`config.mk`:
```
export PLATFORM = sky130hd
export DESIGN_NAME = fp_mult_scheduler
export DESIGN_NICKNAME = d
export VERILOG_FILES = /design/src/rtl/fp_mult_scheduler.sv
export SDC_FILE = /design/constraint.sdc
export NUM_CORES = 1
export LEC_CHECK = 0
export ABC_AREA = 1
export BUFFER_PORTS_ARGS = -buffer_cell sky130_fd_sc_hd__buf_2
export CELL_PAD_IN_SITES_DETAIL_PLACEMENT = 1
export CELL_PAD_IN_SITES_GLOBAL_PLACEMENT = 1
export CORE_MARGIN = 3
export CORE_UTILIZATION = 33
export CTS_CLUSTER_DIAMETER = 30
export CTS_CLUSTER_SIZE = 12
export DETAILED_ROUTE_END_ITERATION = 8
export MAX_ROUTING_LAYER = met4
export PLACE_DENSITY = 0.95
export RECOVER_POWER = 100
export SYNTH_ARGS = -nofsm -noshare
export SYNTH_HDL_FRONTEND = slang
export SYNTH_SLANG_ARGS = --single-unit
```
`constraint.sdc`:
```
create_clock -name clk -period 2.7 [get_ports clk]
set_input_delay 0.135 -clock clk [delete_from_list [all_inputs] [get_ports clk]]
set_output_delay 0.135 -clock clk [all_outputs]
set_load 0.005 [all_outputs]
```
`src/rtl/fp_mult_scheduler.sv`:
```
// Round-robin scheduler sharing one combinational FP32 multiplier
// among NUM_REQ requesters, with op/exception status counters.
module fp_mult_scheduler #(
  parameter int NUM_REQ = 4,
  parameter int ID_W    = 2,
  parameter int MUL_LAT = 1
) (
  input  logic                 clk,
  input  logic                 rst_n,
  input  logic [NUM_REQ-1:0]   req_valid,
  output logic [NUM_REQ-1:0]   req_ready,
  input  logic [NUM_REQ*32-1:0] req_a,
  input  logic [NUM_REQ*32-1:0] req_b,
  output logic                 rsp_valid,
  input  logic                 rsp_ready,
  output logic [ID_W-1:0]      rsp_id,
  output logic [31:0]          rsp_product,
  output logic [2:0]           rsp_flags,
  output logic [31:0]          mul_a,
  output logic [31:0]          mul_b,
  input  logic [31:0]          mul_product,
  input  logic                 mul_exception,
  input  logic                 mul_overflow,
  input  logic                 mul_underflow,
  output logic                 busy,
  output logic [15:0]          op_count,
  output logic [15:0]          exc_count
);

  localparam int CW = (MUL_LAT > 1) ? $clog2(MUL_LAT) : 1;

  typedef enum logic [1:0] {IDLE, WAIT, RESP} state_t;

  state_t          state_q;
  state_t          state_d;
  logic [ID_W-1:0] rr_ptr;
  logic [ID_W-1:0] id_reg;
  logic [ID_W-1:0] grant;
  logic [ID_W-1:0] lo_idx;
  logic [ID_W-1:0] hi_idx;
  logic            lo_f;
  logic            hi_f;
  logic [CW-1:0]   wait_cnt;
  logic            accept;
  logic            wait_done;
  logic            rsp_fire;

  // Prefer the lowest valid index at or above rr_ptr, else wrap to lowest.
  always_comb begin
    lo_idx = '0;
    hi_idx = '0;
    lo_f   = 1'b0;
    hi_f   = 1'b0;
    for (int i = NUM_REQ - 1; i >= 0; i--) begin
      if (req_valid[i]) begin
        lo_idx = ID_W'(i);
        lo_f   = 1'b1;
        if (ID_W'(i) >= rr_ptr) begin
          hi_idx = ID_W'(i);
          hi_f   = 1'b1;
        end
      end
    end
    grant = hi_f ? hi_idx : lo_idx;
  end

  assign accept    = (state_q == IDLE) && lo_f;
  assign wait_done = (state_q == WAIT) && (wait_cnt == '0);
  assign rsp_fire  = (state_q == RESP) && rsp_ready;

  always_ff @(posedge clk) begin
    if (!rst_n) state_q <= IDLE;
    else        state_q <= state_d;
  end

  always_comb begin
    state_d = state_q;
    unique case (state_q)
      IDLE:    if (lo_f) state_d = WAIT;
      WAIT:    if (wait_cnt == '0) state_d = RESP;
      RESP:    if (rsp_ready) state_d = IDLE;
      default: state_d = IDLE;
    endcase
  end

  always_comb begin
    req_ready = '0;
    if (accept) req_ready[grant] = 1'b1;
    busy = (state_q != IDLE);
  end

  always_ff @(posedge clk) begin
    if (!rst_n) begin
      rr_ptr      <= '0;
      id_reg      <= '0;
      wait_cnt    <= '0;
      mul_a       <= '0;
      mul_b       <= '0;
      rsp_valid   <= 1'b0;
      rsp_id      <= '0;
      rsp_product <= '0;
      rsp_flags   <= '0;
      op_count    <= '0;
      exc_count   <= '0;
    end else begin
      if (accept) begin
        mul_a    <= req_a[32*grant +: 32];
        mul_b    <= req_b[32*grant +: 32];
        id_reg   <= grant;
        rr_ptr   <= (grant == ID_W'(NUM_REQ - 1)) ? '0 : grant + ID_W'(1);
        wait_cnt <= CW'(MUL_LAT - 1);
      end
      if (state_q == WAIT && wait_cnt != '0)
        wait_cnt <= wait_cnt - CW'(1);
      if (wait_done) begin
        rsp_product <= mul_product;
        rsp_flags   <= {mul_exception, mul_overflow, mul_underflow};
        rsp_id      <= id_reg;
        rsp_valid   <= 1'b1;
      end
      if (rsp_fire) begin
        rsp_valid <= 1'b0;
        op_count  <= op_count + 16'd1;
        if ((|rsp_flags) && exc_count != 16'hFFFF)
          exc_count <= exc_count + 16'd1;
      end
    end
  end

endmodule
```
==> impl_results.md <==
* Yosys warns at 0
* WP data required at 3030 ps
* Die Y at 171 microns
* Root Buffer: clkbuf_16
* Number of CTS-inserted buffers at 17
* Clk Latency, worst-skew pair at ~420 ps
* Max clock buf depth at 2
* Via count at 11,700
* Kind of critical path: reg -> reg
* CTS sink count at 141
* RSZ-0062 raised after global routing: no
* EDFF count, synth at 0
* TritonRoute pass-1 iters at 4
* DIE WIDTH at about 170 microns
* RePlAce Congestion at around 0.95
* Max VDD drop at roughly 390 uV
* Number of global-route vias before repair at 12,300
* Largest cells by area after synthesis: dfxtp_1, nand3_1, inv_1
* Num rows at slightly below 60
* Clk slew on worst S/H paths at ~70 ps
* Post-DR vias/cell at slightly above 5
* DR DRC count at 0
* DRT Wirelength at roughly 42,000 microns
* CP Cell Sequence: inv_1, nor2_2, clkbuf_2, nand2_1, clkbuf_1, nand2_1, a21oi_1
* Final nets at about 2,200
* Area leader, netlist: dfxtp_1
* Post-DP HPWL at slightly below 30,000 microns
* Mapped Area at approximately 0.0090 sq mm
* FILL cells at roughly 3,800
* Largest net degree at the start of global routing at roughly 130
* Crit path DAT at roughly 2800 ps
* Area added between synthesis and finish at 34.1%
* Synth async-reset ratio at 0%
* Final setup vio count at 0
* Worst setup SP type: flip-flop
* Post-synthesis sequential area ratio at between 30 and 40%
* Most common flop cell mapped by yosys: dfxtp_1
* Post-synth cell types at 36
* Slew @ Worst Pin at about 1100 ps
* Cell with the most instances after synthesis: nand3_1
* Power per Cell Area at roughly 600 mW/mm^2
* Final Cell Area at approximately 0.012 sq mm
* GR Util All Layers at about 28%
* WL per Instance at 18.3 microns
* Port Buffers at approximately 440
* Top cells by count, synth: nand3_1, inv_1, nand2_1
* Slew Limit Fails at 0
* Top flop regs: mul_a (32), mul_b (32), rsp_product (32)
* Slew headroom at between 20% and 30%
* Initial antenna violation count at 11
* DIE AREA at ~0.029 sq mm
* Antenna Violating Nets Remaining at 0
* Global-route wire length before repair at about 64,000 microns
* Status: completed
* Slowest CP cell: clkbuf_1
* Fmax at a little over 0.4 GHz
* Final Util at between 40% and 50%
* Worst hold path class: in -> reg
* Most used cell, CP: nand2_1
* IO Count at around 440
* Core Box Area at 0.0265 sq mm
* Final period utilization at roughly 90%
* Final Hold Vio Count at 0
* Fraction of layout cells with a size suffix above 1 at 20.1%
* Fin crit period at 2440 ps
* Synth Instances at 1,527
* Sum Neg Setup Slack at 0 ps
* Fin Clk Skew at 12.8 ps
* Initial Util at between 30% and 40%
* GRT Residual Overflow at 0
* Share of Yosys cell area claimed by the top area cell type at around 31%
* Max-cap violations at 0
* Leak Pwr at a little under 7 nW
* TritonCTS clock tree: yes
* H-tree levels at 4
* Detailed Route Iter0 Violations at 767
* Delay of the slowest critical-path stage at between 700 and 800 ps
* Worst setup EP type: flip-flop
* Placed Instance Area at roughly 0.011 sq mm
* Syn avg cell area at slightly below 6 sq um
* Yosys reg bits at ~140
* Syn Nets at about 1,800
* Critical Path Fanout Max at 37
==> final timing paths <==
| check | to | startpoint | cells past startpoint | slack [ps] |
|---|---|---|---|---|
| max | rsp_product[16] | state_q[0] | 7 | 260 |
| min | state_q[1] | rsp_ready | 4 | 30 |
| max reg2reg | rsp_product[16] | state_q[0] | 7 | 260 |
| min reg2reg | rsp_product[23] | rsp_product[23] | 2 | 470 |
==> cells by family after synthesis <==
logic type | after synthesis | share of synthesized area [%]
AO/OA/AOI/OAI | 88 | 5.64
XOR/XNOR | 13 | 1.26
adder cells (fa/ha/maj) | 3 | 0.416
buffers and inverters | 456 | 20.3
flip-flops | 141 | 31.3
AND/OR/NAND/NOR | 826 | 41.1
==> through the flow <==
step / instances / total power [mW] / hold slack [ps] / worst slack (ps)
after floorplan: 1527 / 3.91 / 300 / 1120
after global placement: 2225 / 4.77 / 408 / 476
after detailed placement: 2225 / 4.87 / 418 / 411
after CTS: 2285 / 7.55 / 0.579 / 72.6
after global routing: 2296 / 7.89 / 11.4 / 76.0
final: 2297 / 7.43 / 28.6 / 263
==> critical path: cells and delay by family, from the launching register on <==
kind,cells,cell delay (ps)
flops,1,320
simple gates,3,450
compound gates,1,250
buf+inv,3,1310
==> cells in the final DEF (no fill, tap or decap), types with 10 or more instances in the layout <==
cell	instances
dfxtp_1	141
dlygate4sd3_1	28
nand3_1	378
diode_2	12
clkbuf_1	125
inv_1	357
xor2_1	10
a21oi_1	62
clkbuf_16	17
buf_2	315
nand2_1	313
o21ai_0	13
nor3_1	12
nor2_1	97
==> repair_timing <==
action                                 4_1_cts  5_1_grt
hold buffers                                28        0
endpoints found under the hold margin       28        0
gates cloned                                 0        0
setup endpoints to repair                    1        1
setup buffers                                0        0
gates resized for setup                      1        2
==> routing by layer <==
metal	part of all wire [%]	wire, microns	GRT usage (%)	vias to the layer above
li1	-	-	-	5487
met2	51	21300	49.5	470
met3	5.4	2260	4.57	160
met5	0	0	-	-
met4	5.7	2370	16.3	0
met1	38	16000	30.0	5534
==> cell type report <==
| class | instances | area (sq um) | share of cell area (%) |
|---|---|---|---|
| Clock buffer | 19 | 433 | 3.57 |
| Sequential cell | 141 | 2820 | 23.3 |
| Multi-Input combinational cell | 930 | 4340 | 35.8 |
| Antenna cell | 12 | 30.0 | 0.248 |
| Tap cell | 335 | 419 | 3.46 |
| Timing Repair Buffer | 482 | 2500 | 20.6 |
| Clock inverter | 13 | 203 | 1.67 |
| Inverter | 365 | 1370 | 11.3 |
==> power breakdown <==
part           switching [mW]  internal, mW
sequential              0.148          2.32
combinational            1.50         0.851
clock                    1.04          1.58
(Power assumes the default switching activity.)
